--- src/rtl/leb128_encoder_if.sv ---
// rtl/leb128_encoder_if.sv - word-in / byte-out handshake bundle for the LEB128 encoder
interface leb128_encoder_if #(
  parameter int CNT_W = 4
);
  logic             in_valid;
  logic             in_ready;
  logic [63:0]      in_value;
  logic             in_signed;
  logic             in_is64;
  logic             out_valid;
  logic             out_ready;
  logic [7:0]       out_byte;
  logic             out_last;
  logic [CNT_W-1:0] byte_index;

  // master: word producer / byte consumer; slave: the encoder itself
  modport master (
    output in_valid, in_value, in_signed, in_is64, out_ready,
    input  in_ready, out_valid, out_byte, out_last, byte_index
  );

  modport slave (
    input  in_valid, in_value, in_signed, in_is64, out_ready,
    output in_ready, out_valid, out_byte, out_last, byte_index
  );
endinterface

--- src/rtl/leb128_encoder.sv ---
// rtl/leb128_encoder.sv - streaming canonical LEB128 encoder, one byte per handshake
module leb128_encoder #(
  parameter int CNT_W = 4
) (
  input  logic             clk,
  input  logic             reset,
  leb128_encoder_if.slave  bus
);

  typedef enum logic [0:0] {
    IDLE = 1'b0,
    EMIT = 1'b1
  } state_t;

  state_t           state;
  state_t           state_next;
  logic [63:0]      sr;
  logic [63:0]      rest;
  logic             sgn;
  logic             is64;
  logic [CNT_W-1:0] idx;
  logic             capped;
  logic             natural_end;
  logic             done;
  logic [63:0]      operand;

  always_comb begin
    // Arithmetic vs logical shift folded into the fill bit
    rest        = {{7{sgn & sr[63]}}, sr[63:7]};
    capped      = is64 ? (idx == CNT_W'(9)) : (idx == CNT_W'(4));
    if (sgn) begin
      natural_end = ((rest == '0) && !sr[6]) || ((rest == '1) && sr[6]);
    end else begin
      natural_end = (rest == '0);
    end
    done = capped || natural_end;
  end

  always_comb begin
    if (bus.in_is64) begin
      operand = bus.in_value;
    end else begin
      operand = {{32{bus.in_signed & bus.in_value[31]}}, bus.in_value[31:0]};
    end
  end

  always_ff @(posedge clk) begin
    if (reset) begin
      state <= IDLE;
    end else begin
      state <= state_next;
    end
  end

  always_comb begin
    state_next     = state;
    bus.in_ready   = 1'b0;
    bus.out_valid  = 1'b0;
    bus.out_byte   = 8'h00;
    bus.out_last   = 1'b0;
    bus.byte_index = idx;
    case (state)
      IDLE: begin
        bus.in_ready = 1'b1;
        if (bus.in_valid) begin
          state_next = EMIT;
        end
      end
      EMIT: begin
        bus.out_valid = 1'b1;
        bus.out_byte  = {~done, sr[6:0]};
        bus.out_last  = done;
        if (bus.out_ready && done) begin
          state_next = IDLE;
        end
      end
      default: state_next = IDLE;
    endcase
  end

  always_ff @(posedge clk) begin
    if (reset) begin
      sr   <= '0;
      sgn  <= 1'b0;
      is64 <= 1'b0;
      idx  <= '0;
    end else if (state == IDLE) begin
      if (bus.in_valid) begin
        sr   <= operand;
        sgn  <= bus.in_signed;
        is64 <= bus.in_is64;
        idx  <= '0;
      end
    end else if (bus.out_ready) begin
      if (done) begin
        idx <= '0;
      end else begin
        sr  <= rest;
        idx <= idx + CNT_W'(1);
      end
    end
  end

endmodule

--- src/flat_wrapper.sv ---
// flat-port wrapper written by rule: the top's interface ports become plain ports
module leb128_encoder_flat 
#(
  parameter int CNT_W = 4
)
  (clk, reset, bus_in_valid, bus_in_value, bus_in_signed, bus_in_is64, bus_out_ready, bus_in_ready, bus_out_valid, bus_out_byte, bus_out_last, bus_byte_index);
  leb128_encoder_if #(.CNT_W(CNT_W)) bus_i ();
  input  logic clk;
  input  logic reset;
  input wire logic [$bits(bus_i.in_valid)-1:0] bus_in_valid;
  input wire logic [$bits(bus_i.in_value)-1:0] bus_in_value;
  input wire logic [$bits(bus_i.in_signed)-1:0] bus_in_signed;
  input wire logic [$bits(bus_i.in_is64)-1:0] bus_in_is64;
  input wire logic [$bits(bus_i.out_ready)-1:0] bus_out_ready;
  output wire logic [$bits(bus_i.in_ready)-1:0] bus_in_ready;
  output wire logic [$bits(bus_i.out_valid)-1:0] bus_out_valid;
  output wire logic [$bits(bus_i.out_byte)-1:0] bus_out_byte;
  output wire logic [$bits(bus_i.out_last)-1:0] bus_out_last;
  output wire logic [$bits(bus_i.byte_index)-1:0] bus_byte_index;
  assign bus_i.in_valid = bus_in_valid;
  assign bus_i.in_value = bus_in_value;
  assign bus_i.in_signed = bus_in_signed;
  assign bus_i.in_is64 = bus_in_is64;
  assign bus_i.out_ready = bus_out_ready;
  assign bus_in_ready = bus_i.in_ready;
  assign bus_out_valid = bus_i.out_valid;
  assign bus_out_byte = bus_i.out_byte;
  assign bus_out_last = bus_i.out_last;
  assign bus_byte_index = bus_i.byte_index;
  leb128_encoder #(.CNT_W(CNT_W)) u_core (.clk(clk), .reset(reset), .bus(bus_i));
endmodule
--- config.mk ---
export PLATFORM = sky130hd
export DESIGN_NAME = leb128_encoder_flat
export DESIGN_NICKNAME = d
export VERILOG_FILES = /design/src/rtl/leb128_encoder_if.sv /design/src/rtl/leb128_encoder.sv /design/src/flat_wrapper.sv
export SDC_FILE = /design/constraint.sdc
export NUM_CORES = 1
export LEC_CHECK = 0
export CAP_MARGIN = 20
export CELL_PAD_IN_SITES_DETAIL_PLACEMENT = 1
export CELL_PAD_IN_SITES_GLOBAL_PLACEMENT = 1
export CORE_MARGIN = 2
export CORE_UTILIZATION = 36
export CTS_BUF_LIST = sky130_fd_sc_hd__clkbuf_8 sky130_fd_sc_hd__clkbuf_16
export DETAILED_ROUTE_END_ITERATION = 8
export PLACE_DENSITY_LB_ADDON = 0.15
export SLEW_MARGIN = 20
export SYNTH_ARGS = -nofsm -noshare
export SYNTH_HDL_FRONTEND = slang
export SYNTH_SLANG_ARGS = --single-unit
--- constraint.sdc ---
create_clock -name clk -period 2.4 [get_ports clk]
set_input_delay 0.24 -clock clk [delete_from_list [all_inputs] [get_ports clk]]
set_output_delay 0.24 -clock clk [all_outputs]
set_load 0.005 [all_outputs]
# ---- Yosys cells after proc, flatten, opt, wreduce, memory -nomap -nowiden
# Index checks and enable logic that the tools add are counted.
dict set report word_totals {
  register_bits 71
  latch_bits 0
  ram_bits 0
  mem_bits_ro 0
  out_inout_bits 15
  n_memories 0
}
dict set report classes {
  n_addsub 1
  n_mul 0
  div_mod_pow 0
  n_lt_le_gt_ge 0
  n_eq_ne 5
  shifts 0
  mux 18
  bitwise_logic 4
  reduce_logical 11
}
# operator n
set ops {}
lappend ops {{$mux 64} 5}
lappend ops {{$eq 64x64->1 const B} 1}
lappend ops {{$logic_not 64->1} 1}
lappend ops {{$mux 4} 4}
lappend ops {{$mux 8} 1}
lappend ops {{$mux 1} 7}
lappend ops {{$add 4x1->4 const B} 1}
lappend ops {{$eq 4x3->1 const B} 1}
lappend ops {{$eq 4x4->1 const B} 1}
lappend ops {{$ne 2x2->1 const B} 2}
lappend ops {{$reduce_and 2->1} 2}
lappend ops {{$logic_and 1x1->1} 3}
lappend ops {{$reduce_and 3->1} 1}
lappend ops {{$and 1x1->1} 2}
lappend ops {{$logic_or 1x1->1} 2}
lappend ops {{$not 1->1} 2}
lappend ops {{$pmux 1 s2} 1}
lappend ops {{$reduce_bool 2->1} 1}
lappend ops {{$logic_not 1->1} 1}

# ---- Depth between registers and ports, before layout
# Gate-level depths: netlist (run 1).
dict set report logic_depth {
  word_depth 9
  mapped_depth 9
  depth_no_buf 6
}

# ---- Worst setup path after synthesis (run 1)
# No wires, ideal clock.
dict set report synth_path {
  kind {register to register}
  start {reg u_core.idx[3], in the netlist u_core.bus.byte_index[3]}
  end {reg u_core.sr[18]}
  setup_ns 0.070
  arrival_time_ns 1.827
  required_time_ns 2.330
  slack_ns 0.502
  path_stages_with_launch 9
  n_path_buf 3
  period_less_slack_ns 1.898
  path_cell_list {dfxtp_1 or4b_1 a21oi_1 o41a_1 buf_2 buf_6 buf_4 nand2_1 a21oi_1}
}
dict set report synth_via {
  elab_chain_len 5
  word_cells_on_any_way 6
  cone_classes {3 x eq/ne; 1 x mux; 2 x reduce/logical}
}
# element line_no
set synth_rtl {}
lappend synth_rtl {{start: declaration} leb128_encoder.sv:21} ;# logic [CNT_W-1:0] idx;
lappend synth_rtl {{start signal: assignment} leb128_encoder.sv:99} ;# idx <= idx + CNT_W'(1);
lappend synth_rtl {{$eq 4x3->1 / $eq 4x4->1 (equally long branches)} leb128_encoder.sv:30} ;# capped = is64 ? (idx == CNT_W'(9)) : (idx == CNT_W'(4));
lappend synth_rtl {{$mux 1 *} leb128_encoder.sv:30}
lappend synth_rtl {{$logic_or 1x1->1 *} leb128_encoder.sv:36} ;# done = capped || natural_end;
lappend synth_rtl {{$ne 2x2->1 (no line) *} n/a}
lappend synth_rtl {{$reduce_and 3->1 (no line) *} n/a}
lappend synth_rtl {{end signal: assignment} leb128_encoder.sv:89} ;# sr <= operand;
lappend synth_rtl {{end signal: assignment} leb128_encoder.sv:98} ;# sr <= rest;
lappend synth_rtl {{end: declaration} leb128_encoder.sv:17} ;# logic [63:0] sr;
# Every way passes the cells marked *; elsewhere a longest branch is shown, timed or not.
# A chain may end at the register's enable or synchronous reset.

# ---- Worst setup path in the final report (run 1)
dict set report layout_path {
  start {reg u_core.sr[20]}
  end {out bus_out_last}
}
dict set report layout_via {
  elab_chain_len 6
  word_cells_on_any_way 8
  cone_classes {1 x eq/ne; 2 x mux; 5 x reduce/logical}
}
# element line_no
set layout_rtl {}
lappend layout_rtl {{$eq 64x64->1 / $logic_not 64->1 (equally long branches)} {leb128_encoder.sv:32, leb128_encoder.sv:34}}
lappend layout_rtl {{$logic_and 1x1->1} leb128_encoder.sv:32} ;# natural_end = ((rest == '0) && !sr[6]) || ((rest == '1) && sr[6]);
lappend layout_rtl {{$logic_or 1x1->1} leb128_encoder.sv:32}
lappend layout_rtl {{$mux 1 *} leb128_encoder.sv:31} ;# if (sgn) begin
lappend layout_rtl {{$logic_or 1x1->1 *} leb128_encoder.sv:36}
lappend layout_rtl {{$mux 1 *} leb128_encoder.sv:62} ;# case (state)
lappend layout_rtl {{end: declaration} flat_wrapper.sv:18} ;# output wire logic [$bits(bus_i.out_last)-1:0] bus_out_last;
# Marks and branches as above.

==> results.sh, run 1 <==
export IMPL_p_clk_frac=0.351
export IMPL_crit_fanout=4
export IMPL_grt_total_usage=0.2380
export IMPL_setup_violations=0
export IMPL_power_density_nw_per_um2=618.2
export IMPL_hold_path_class="input pin to register"
export IMPL_fin_cells=699
export IMPL_drv_cap=0
export IMPL_antenna_cells=0
export IMPL_viasPerCell=5.567
export IMPL_drt_iter0_drc=164
export IMPL_ff2ff_path_depth=9
export IMPL_multi_input_area_um2=2237
export IMPL_drive_gt1_frac=0.1873
export IMPL_synthTopCellsByCount="127 x nand2_1, 98 x a21oi_1, 71 x dfxtp_1"
export IMPL_fp_dieH_um=105.1
export IMPL_drc=0
export IMPL_synth_avg_cell_area_um2=7.698
export IMPL_routedWlPerCell_um=18.51
export IMPL_grt_max_degree=55
export IMPL_drt_wl_total_um=12940
export IMPL_hpwl_um=9081
export IMPL_critPathArrivalTime_ns=2.05
export IMPL_io_pin_count=85
export IMPL_synthArstFlopShare=0
export IMPL_regToRegEndpoint="u_core.sr[28]$_SDFFE_PP0P_"
export IMPL_leakage_nw=1.865
export IMPL_gr_total_overflow=0
export IMPL_clk_latency_ns=0.36
export IMPL_p_comb_frac=0.212
export IMPL_hold_viol=0
export IMPL_syn_to_final_growth_pct=40.46
export IMPL_cts_tree="yes"
export IMPL_slew_violations=0
export IMPL_required_ns=2.16
export IMPL_die_area_um2=11050
export IMPL_grt_pass1_vias=3957
export IMPL_yosysMostFrequentCell="nand2_1"
export IMPL_tightest_slew_ns=0.5613
export IMPL_finalCritPeriodShare=0.9535
export IMPL_holdBufCountCts=0
export IMPL_seq_power_share=0.437
export IMPL_synth_edf_count=0
export IMPL_fillers=1180
export IMPL_cts_inserted_buffers=9
export IMPL_synthesis_instances=478
export IMPL_path_clk_slew_ns=0.08
export IMPL_drtAntennaViolNets=0
export IMPL_maxSlewHeadroom=0.6258
export IMPL_hold_depth=2
export IMPL_min_from="reset"
export IMPL_vias=3891
export IMPL_cts_root_buffer="clkbuf_8"
export IMPL_vdd_drop_max_mv=0.3613
export IMPL_switching_share=0.2909
export IMPL_endpoint_kind="output pin"
export IMPL_p_switching_uw=929.5
export IMPL_status="finished, final reports clean"
export IMPL_die_x_um=105.1
export IMPL_p_int_mw=2.266
export IMPL_layout_nets=632
export IMPL_synth_area_leaders="dfxtp_1 39%, a21oi_1 13%, nand2_1 13%"
export IMPL_gp_congestion=0.8701
export IMPL_min_period_ns=2.288
export IMPL_clk_path_buf_depth=2
export IMPL_core_area_um2=9864
export IMPL_core_rowCount=36
export IMPL_clock_skew_ns=0.008551
export IMPL_fin_area_um2=5169
export IMPL_drtPass1Iterations=4
export IMPL_antenna_found_initial=0
export IMPL_netlist_area_leader_share=0.3863
export IMPL_port_buffers=84
export IMPL_fmaxAchievable_ghz=0.4370
export IMPL_cp_start_kind="register"
export IMPL_start_util=0.3730
export IMPL_crit_type="register to output pin"
export IMPL_grt_pass1_wl_um=20880
export IMPL_hold_path_end="u_core.sr[54]$_SDFFE_PP0P_"
export IMPL_htree_levels=3
export IMPL_reg2reg_from="u_core.sr[20]$_SDFFE_PP0P_"
export IMPL_ys_flop_type="dfxtp_1"
export IMPL_register_area_um2=1435
export IMPL_synth_seq_cells=71
export IMPL_dp_cells=679
export IMPL_synth_nets=549
export IMPL_synth_cell_types=34
export IMPL_netlist_area_um2=3680
export IMPL_worstSetupStartpoint="u_core.sr[20]$_SDFFE_PP0P_"
export IMPL_synth_area_leader_cell="dfxtp_1"
export IMPL_place_area_um2=4731
export IMPL_ys_warn_count=0
export IMPL_r2r_slack_ns=0.16
export IMPL_ys_seq_area_frac=0.3863
export IMPL_clock_sinks=71
==> critical path, cell delays in order (launching register included) <==
cell and delay, ns:
dfxtp_2 0.36, nor4_2 0.29, nand4_1 0.22, nor4_4 0.35
buf_4 0.15, nor2_1 0.05, a21oi_2 0.14, buf_2 0.13
==> layout by cell type, fill, tap and decap left out, drive strengths merged <==
cell,Yosys,routed
nand3,3,3
clkinvlp,0,2
nand4,18,18
inv,1,1
o41a,1,1
a211oi,1,1
o41ai,1,1
o31ai,6,6
mux2,32,32
nand4b,1,1
nor3b,1,1
nor4b,1,1
nor4,18,18
a21oi,98,98
nand2,127,127
nor2,4,4
nand3b,8,8
bufinv,0,2
ha,1,1
o21ai,3,3
dlymetal6s2s,0,1
a21o,1,1
or4b,1,1
buf,14,28
o211ai,25,25
nor2b,2,2
o32ai,1,1
clkbuf,25,12
and2,8,8
clkinv,0,1
and4,1,1
clkdlybuf4s50,0,81
nor3,3,3
dfxtp,71,71
a311oi,1,1
==> power groups by stage <==
stage / registers (mW) / clock network, mW / logic (mW)
after floorplan: 1.36 / 0 / 0.379
after global placement: 1.40 / 0 / 0.624
after detailed placement: 1.41 / 0 / 0.637
after CTS: 1.39 / 1.14 / 0.653
after global routing: 1.41 / 1.19 / 0.752
final: 1.40 / 1.12 / 0.678
==> stage by stage <==
step / TNS, ns / hold slack (ns) / util / setup WS (ns) / total power [mW]
floorplan: 0 / 0.3552 / - / 0.5022 / 1.742
global placement: -0.07137 / 0.4420 / 0.4796 / -0.07137 / 2.026
detailed placement: -0.1231 / 0.4453 / 0.4796 / -0.1037 / 2.046
CTS: -0.1327 / 0.3296 / 0.5112 / -0.1327 / 3.176
global route: -0.01022 / 0.3700 / 0.5240 / -0.01022 / 3.346
finish: 0 / 0.3511 / 0.5240 / 0.1117 / 3.195
==> how the worst max path moves through the flow <==
stage / endpoint / slack, ns / cells after the start
final: bus_out_last / 0.11 / 7
after global routing: bus_out_last / -0.01 / 7
after floorplan: u_core.sr[18]$_SDFFE_PP0P_ / 0.50 / 8
after detailed placement: bus_out_byte[7] / -0.10 / 6
after global placement: bus_out_byte[7] / -0.07 / 6
after CTS: bus_out_byte[7] / -0.13 / 6
==> registers in the layout, summed over array words and instances, names as in the netlist <==
name,flops
u_core.bus.byte_index,4
u_core.sr,64
u_core.state,1
u_core.sgn,1
u_core.is64,1
==> timing repair <==
action                                  in CTS  in global routing
setup buffers                                1                  2
endpoints found under the hold margin        0                  0
gates cloned                                 0                  1
pin swaps                                    4                  6
endpoints found under the setup margin       3                 24
resized for setup                           17                 21
==> layer usage <==
layer  part of all wire  wire length, um  vias to the layer above  track usage
met5                  0                0                        -            0
met4              0.014              182                        0      0.05905
met3              0.051              665                       14      0.04991
met2               0.49             6387                       98       0.3933
met1               0.44             5704                     1892       0.3166
li1                   -                -                     1887            -
==> logic make-up (layout without fill, tap and decap cells) <==
family          after synthesis  after routing  synth area share
fa+ha+maj                     1              1          0.003400
buf+inv                      40            128           0.04760
simple gates                196            196            0.2499
compound gates              138            138            0.2149
mux                          32             32           0.09793
flops                        71             71            0.3863
==> cell type report <==
cell class                 count  share of cell area
multi-input combinational    367              0.4328
sequential                    71              0.2777
timing repair buffer         111              0.2118
tap                          133             0.03220
clock buffer                  11             0.02929
clock inverter                 5             0.01549
inverter                       1           0.0007262
No activity file was read; power rests on OpenSTA's default activity.
==> run 2, diff against run 1 <==
--- a/config.mk
+++ b/config.mk
@@ -13,6 +13,7 @@
 export CTS_BUF_LIST = sky130_fd_sc_hd__clkbuf_8 sky130_fd_sc_hd__clkbuf_16
 export DETAILED_ROUTE_END_ITERATION = 8
 export PLACE_DENSITY_LB_ADDON = 0.15
+export RECOVER_POWER = 100
 export SLEW_MARGIN = 20
 export SYNTH_ARGS = -nofsm -noshare
 export SYNTH_HDL_FRONTEND = slang
==> run 2 against run 1 <==
Against the previous run: power about the same; first-iteration DRC count is 1.2% higher; flip-flop and latch count is the same; critical path depth unchanged; via count rose by 0.10%; core utilization shrank 0.051 points; combinational power about the same; design area barely moved; cell count unchanged; global-route usage unchanged; sequential power barely moved.
==> results.sh, run 2 (synthesized netlist as in run 1, its figures left out) <==
export IMPL_min_period_ns=2.288
export IMPL_fp_dieH_um=105.1
export IMPL_port_buffers=84
export IMPL_cts_root_buffer="clkbuf_8"
export IMPL_final_common_cell="nand2_1"
export IMPL_critPathArrivalTime_ns=2.05
export IMPL_required_ns=2.16
export IMPL_largest_reg_flops=64
export IMPL_cts_tree="yes"
export IMPL_routedWlPerCell_um=18.51
export IMPL_hpwl_um=9081
export IMPL_layout_cells_most_common_list="127 x nand2_1, 96 x a21oi_1, 78 x clkdlybuf4s50_1, 63 x dfxtp_1, 32 x mux2_2"
export IMPL_antenna_found_initial=0
export IMPL_drive_gt1_frac=0.1837
export IMPL_fillers=1180
export IMPL_die_area_um2=11050
export IMPL_crit_type="register to output pin"
export IMPL_die_x_um=105.1
export IMPL_clock_sinks=71
export IMPL_start_util=0.3730
export IMPL_total_power_mw=3.195
export IMPL_hold_viol=0
export IMPL_gr_total_overflow=0
export IMPL_clk_path_buf_depth=2
export IMPL_final_util=0.5235
export IMPL_viasPerCell=5.572
export IMPL_setup_violations=0
export IMPL_drv_cap=0
export IMPL_fmaxAchievable_ghz=0.4370
export IMPL_hold_path_class="input pin to register"
export IMPL_drtPass1Iterations=4
export IMPL_clk_latency_ns=0.36
export IMPL_finalCritPeriodShare=0.9534
export IMPL_layout_nets=632
export IMPL_status="finished, final reports clean"
export IMPL_gp_congestion=0.8701
export IMPL_slew_violations=0
export IMPL_grt_max_degree=55
export IMPL_io_pin_count=85
export IMPL_drtAntennaViolNets=0
export IMPL_drc=0
export IMPL_grt_total_usage=0.2380
export IMPL_tightest_slew_ns=0.5613
export IMPL_path_clk_slew_ns=0.08
export IMPL_layout_setup_ws_ns=0.1119
export IMPL_syn_to_final_growth_pct=40.33
export IMPL_grt_pass1_vias=3957
export IMPL_whs_ns=0.3513
export IMPL_core_area_um2=9864
export IMPL_htree_levels=3
export IMPL_cts_inserted_buffers=9
export IMPL_holdBufCountCts=0
export IMPL_drt_iter0_drc=166
export IMPL_power_density_nw_per_um2=618.7
export IMPL_top_register="u_core.sr"
export IMPL_antenna_cells=0
export IMPL_vias=3895
export IMPL_cp_start_kind="register"
export IMPL_crit_fanout=4
export IMPL_pre_cts_ws_ns=-0.1037
export IMPL_core_rowCount=36
export IMPL_grt_pass1_wl_um=20880
export IMPL_clock_skew_ns=0.008546
export IMPL_leakage_nw=1.871
export IMPL_drt_wl_total_um=12940
export IMPL_maxSlewHeadroom=0.6258
export IMPL_endpoint_kind="output pin"
export IMPL_vdd_drop_max_mv=0.3613
[run 2: cell count changes in the layout (fill, tap and decap cells not counted)]
cell / delta
clkdlybuf4s50_1: -3
dlygate4sd3_1: +3
buf_4: -1
clkbuf_1: +1
dfxtp_1: +1
dfxtp_2: -1
[run 2: layer usage]
| metal | share of wire | GRT usage | vias up | wire, um |
|---|---|---|---|---|
| met5 | 0 | 0 | - | 0 |
| met4 | 0.014 | 0.05905 | 0 | 182 |
| met3 | 0.051 | 0.04991 | 14 | 665 |
| met2 | 0.49 | 0.3933 | 98 | 6383 |
| met1 | 0.44 | 0.3166 | 1896 | 5710 |
| li1 | - | - | 1887 | - |
[run 2: worst max-delay path: stages, from the launching register on]
cell and delay [ns]:
dfxtp_2 0.36, nor4_2 0.29, nand4_1 0.22, nor4_4 0.35, buf_4 0.15, nor2_1 0.05
a21oi_2 0.14, buf_2 0.13
[run 2: path summary, 6_finish.rpt]
check	start	to	slack (ns)	cells past startpoint
setup / recovery	u_core.sr[20]$_SDFFE_PP0P_	bus_out_last	0.11	7
hold / removal	reset	u_core.sr[54]$_SDFFE_PP0P_	0.35	2
setup reg to reg	u_core.sr[20]$_SDFFE_PP0P_	u_core.sr[28]$_SDFFE_PP0P_	0.16	9
hold reg to reg	u_core.sr[5]$_SDFFE_PP0P_	u_core.sr[5]$_SDFFE_PP0P_	0.46	2
[run 2: area by class of cell]
| type | count | area (um^2) | area share |
|---|---|---|---|
| well taps | 133 | 166.4 | 0.03223 |
| clock buffers | 11 | 151.4 | 0.02932 |
| clock inverters | 5 | 80.08 | 0.01551 |
| multi-input cells | 367 | 2237 | 0.4332 |
| flip-flops and latches | 71 | 1434 | 0.2777 |
| inverters | 1 | 3.754 | 0.0007269 |
| repair buffers | 111 | 1091 | 0.2113 |
[run 2: power by group]
| group | internal [mW] | switching, mW |
|---|---|---|
| Clock | 0.640 | 0.481 |
| Combinational | 0.351 | 0.326 |
| Sequential | 1.27 | 0.123 |
| Total | 2.27 | 0.929 |
[run 2: through the flow]
| stage | std cells | setup TNS (ns) | area, um^2 |
|---|---|---|---|
| after floorplan | 478 | 0 | 3680 |
| after global placement | 679 | -0.07137 | 4731 |
| after detailed placement | 679 | -0.1231 | 4731 |
| after CTS | 696 | -0.1327 | 5042 |
| after global routing | 699 | -0.01022 | 5164 |
| final | 699 | 0 | 5164 |
[run 2: repair_timing]
| action | 4_1_cts | 5_1_grt |
|---|---|---|
| gates resized for setup | 17 | 21 |
| gates cloned | 0 | 1 |
| endpoints found under the setup margin | 3 | 24 |
| pin swaps | 4 | 6 |
| endpoints found under the hold margin | 0 | 0 |
| buffers inserted | 1 | 2 |
==> run 3, diff against run 2 <==
--- a/config.mk
+++ b/config.mk
@@ -9,8 +9,9 @@
 export CELL_PAD_IN_SITES_DETAIL_PLACEMENT = 1
 export CELL_PAD_IN_SITES_GLOBAL_PLACEMENT = 1
 export CORE_MARGIN = 2
-export CORE_UTILIZATION = 36
+export CORE_UTILIZATION = 33
 export CTS_BUF_LIST = sky130_fd_sc_hd__clkbuf_8 sky130_fd_sc_hd__clkbuf_16
+export CTS_CLUSTER_DIAMETER = 30
 export DETAILED_ROUTE_END_ITERATION = 8
 export PLACE_DENSITY_LB_ADDON = 0.15
 export RECOVER_POWER = 100
==> constraint.sdc (replaced) <==
create_clock -name clk -period 2.1 [get_ports clk]
set_input_delay 0.21 -clock clk [delete_from_list [all_inputs] [get_ports clk]]
set_output_delay 0.21 -clock clk [all_outputs]
set_load 0.005 [all_outputs]
==> run 3 against run 2 <==
Against the previous run: largest power group unchanged; routed wire length rose by 28%; clock power rose by 14%; cell count rose by 10%; the flow now finishes with violations (setup timing); global-route usage rose by 0.92 points.
==> results.sh, run 3 (synthesized netlist as in run 1, its figures left out) <==
export IMPL_grt_total_usage=0.2472
export IMPL_tightest_slew_ns=0.6206
export IMPL_layout_nets=697
export IMPL_crit_buf_inv=4
export IMPL_place_area_um2=5160
export IMPL_critPathArrivalTime_ns=2.57
export IMPL_power_density_nw_per_um2=659.8
export IMPL_total_power_mw=4.010
export IMPL_drt_wl_total_um=16520
export IMPL_leakage_nw=2.393
export IMPL_hold_depth=2
export IMPL_drc=0
export IMPL_hold_viol=0
export IMPL_core_area_um2=10840
export IMPL_die_area_um2=12010
export IMPL_start_util=0.3395
export IMPL_path_clk_slew_ns=0.08
export IMPL_vias=4309
export IMPL_crit_type="register to register"
export IMPL_fmaxAchievable_ghz=0.4376
export IMPL_critPathMostFrequentCell="nor4_4"
export IMPL_syn_to_final_growth_pct=65.15
export IMPL_clk_path_buf_depth=2
export IMPL_hold_path_class="input pin to register"
export IMPL_crit_fanout=6
export IMPL_hpwl_um=9916
export IMPL_cp_top_family="simple AND/OR/NAND/NOR gates"
export IMPL_gr_total_overflow=0
export IMPL_antenna_found_initial=0
export IMPL_wl_met1_um=6642
export IMPL_final_common_cell="nand2_1"
export IMPL_wl_met3_um=734
export IMPL_layout_cells_most_common_list="110 x nand2_1, 79 x clkdlybuf4s50_1, 74 x buf_4, 73 x a21oi_1, 60 x dfxtp_1"
export IMPL_endpoint_kind="register"
export IMPL_cts_tree="yes"
export IMPL_slowest_delay_ns=0.37
export IMPL_crit_chain="nor4_4, nand4_1, nor4_4, buf_4, buf_6, o41a_4, buf_12, clkbuf_16, nand2_1, a21oi_1"
export IMPL_worstSetupStartpoint="u_core.sr[21]$_SDFFE_PP0P_"
export IMPL_grt_pass1_wl_um=22590
export IMPL_fin_area_um2=6077
export IMPL_htree_levels=3
export IMPL_grt_pass1_vias=4256
export IMPL_antenna_cells=0
export IMPL_dp_cells=742
export IMPL_required_ns=2.38
export IMPL_crit_cells=10
export IMPL_routedWlPerCell_um=21.43
export IMPL_drtAntennaViolNets=0
export IMPL_cts_inserted_buffers=9
export IMPL_viasPerCell=5.589
export IMPL_violations="setup timing"
export IMPL_port_buffers=84
export IMPL_cp_start_kind="register"
export IMPL_min_from="reset"
export IMPL_reg2reg_from="u_core.sr[21]$_SDFFE_PP0P_"
export IMPL_wl_met2_um=8689
export IMPL_cts_root_buffer="clkbuf_8"
export IMPL_finalCritPeriodShare=1.088
export IMPL_slew_violations=0
export IMPL_clk_latency_ns=0.37
export IMPL_layout_setup_ws_ns=-0.1851
export IMPL_drtPass1Iterations=4
export IMPL_die_x_um=109.6
export IMPL_status="finished with violations"
export IMPL_holdBufCountCts=0
export IMPL_fp_dieH_um=109.6
export IMPL_setup_violations=66
export IMPL_highest_layer="met4"
export IMPL_drv_cap=0
export IMPL_clock_skew_ns=0.01677
export IMPL_vdd_drop_max_mv=0.3784
export IMPL_grt_max_degree=55
export IMPL_drt_iter0_drc=203
export IMPL_pre_cts_ws_ns=-0.2704
export IMPL_largest_reg_flops=64
export IMPL_fin_cells=771
export IMPL_top_register="u_core.sr"
export IMPL_core_rowCount=38
export IMPL_grt_setup_unrepaired="yes"
export IMPL_drive_gt1_frac=0.3502
export IMPL_crit_slowest_cell="dfxtp_1"
export IMPL_gp_congestion=0.8639
export IMPL_ff2ff_path_depth=10
export IMPL_clock_sinks=71
export IMPL_maxSlewHeadroom=0.5863
export IMPL_min_period_ns=2.285
export IMPL_io_pin_count=85
-- run 3: changes by cell type in the layout (fill, tap and decap cells not counted), moves of 7 or more --
cell / previous run / this run
nand2_2: 0 / 7
buf_4: 21 / 74
nand2_4: 0 / 10
nand2_1: 127 / 110
a21oi_1: 96 / 73
a21oi_2: 1 / 24
-- run 3: power by group --
part	leakage, nW	switching [mW]	total, mW	internal (mW)
registers	0.589	0.157	1.61	1.46
clock network	0.114	0.579	1.28	0.698
logic	1.69	0.521	1.12	0.598
total	2.39	1.26	4.01	2.75
-- run 3: cell type report --
cell class	count	area (um^2)
Tap cell	140	175.2
Inverter	1	3.754
Sequential cell	71	1440
Multi-Input combinational cell	367	2526
Clock inverter	6	85.08
Timing Repair Buffer	176	1709
Clock buffer	10	137.6
Fill cell	1274	4763
-- run 3: metrics by stage --
step / utilization / hold slack (ns) / TNS, ns
CTS: 0.5159 / 0.3723 / -5.500
detailed placement: 0.4760 / 0.4446 / -8.788
global route: 0.5606 / 0.4116 / -13.63
global placement: 0.4760 / 0.4392 / -3.685
floorplan: - / 0.3252 / 0
finish: 0.5606 / 0.3687 / -7.203
-- run 3: worst register-to-register path: stages (launching register included) --
cell       delay, ns
dfxtp_1         0.37
nor4_4          0.30
nand4_1         0.20
nor4_4          0.36
buf_4           0.17
buf_6           0.10
o41a_4          0.20
buf_12          0.14
clkbuf_16       0.15
nand2_1         0.05
a21oi_1         0.17
-- run 3: worst paths after layout --
| kind | endpoint | slack, ns |
|---|---|---|
| max | u_core.sr[53]$_SDFFE_PP0P_ | -0.19 |
| min | u_core.sr[56]$_SDFFE_PP0P_ | 0.37 |
| max reg2reg | u_core.sr[53]$_SDFFE_PP0P_ | -0.19 |
| min reg2reg | u_core.sr[2]$_SDFFE_PP0P_ | 0.45 |
-- run 3: what timing repair did --
item	CTS	global route
setup buffers	3	3
endpoints found under the setup margin	71	67
gates cloned	2	5
resized for setup	35	82
hold endpoints to repair	0	0
pin swaps	7	38
-- run 3: per-layer routing --
layer,vias up,GRT usage
met1,2119,0.3211
met2,134,0.4202
met4,0,0.09132
met3,37,0.02964
met5,-,0
li1,2019,-
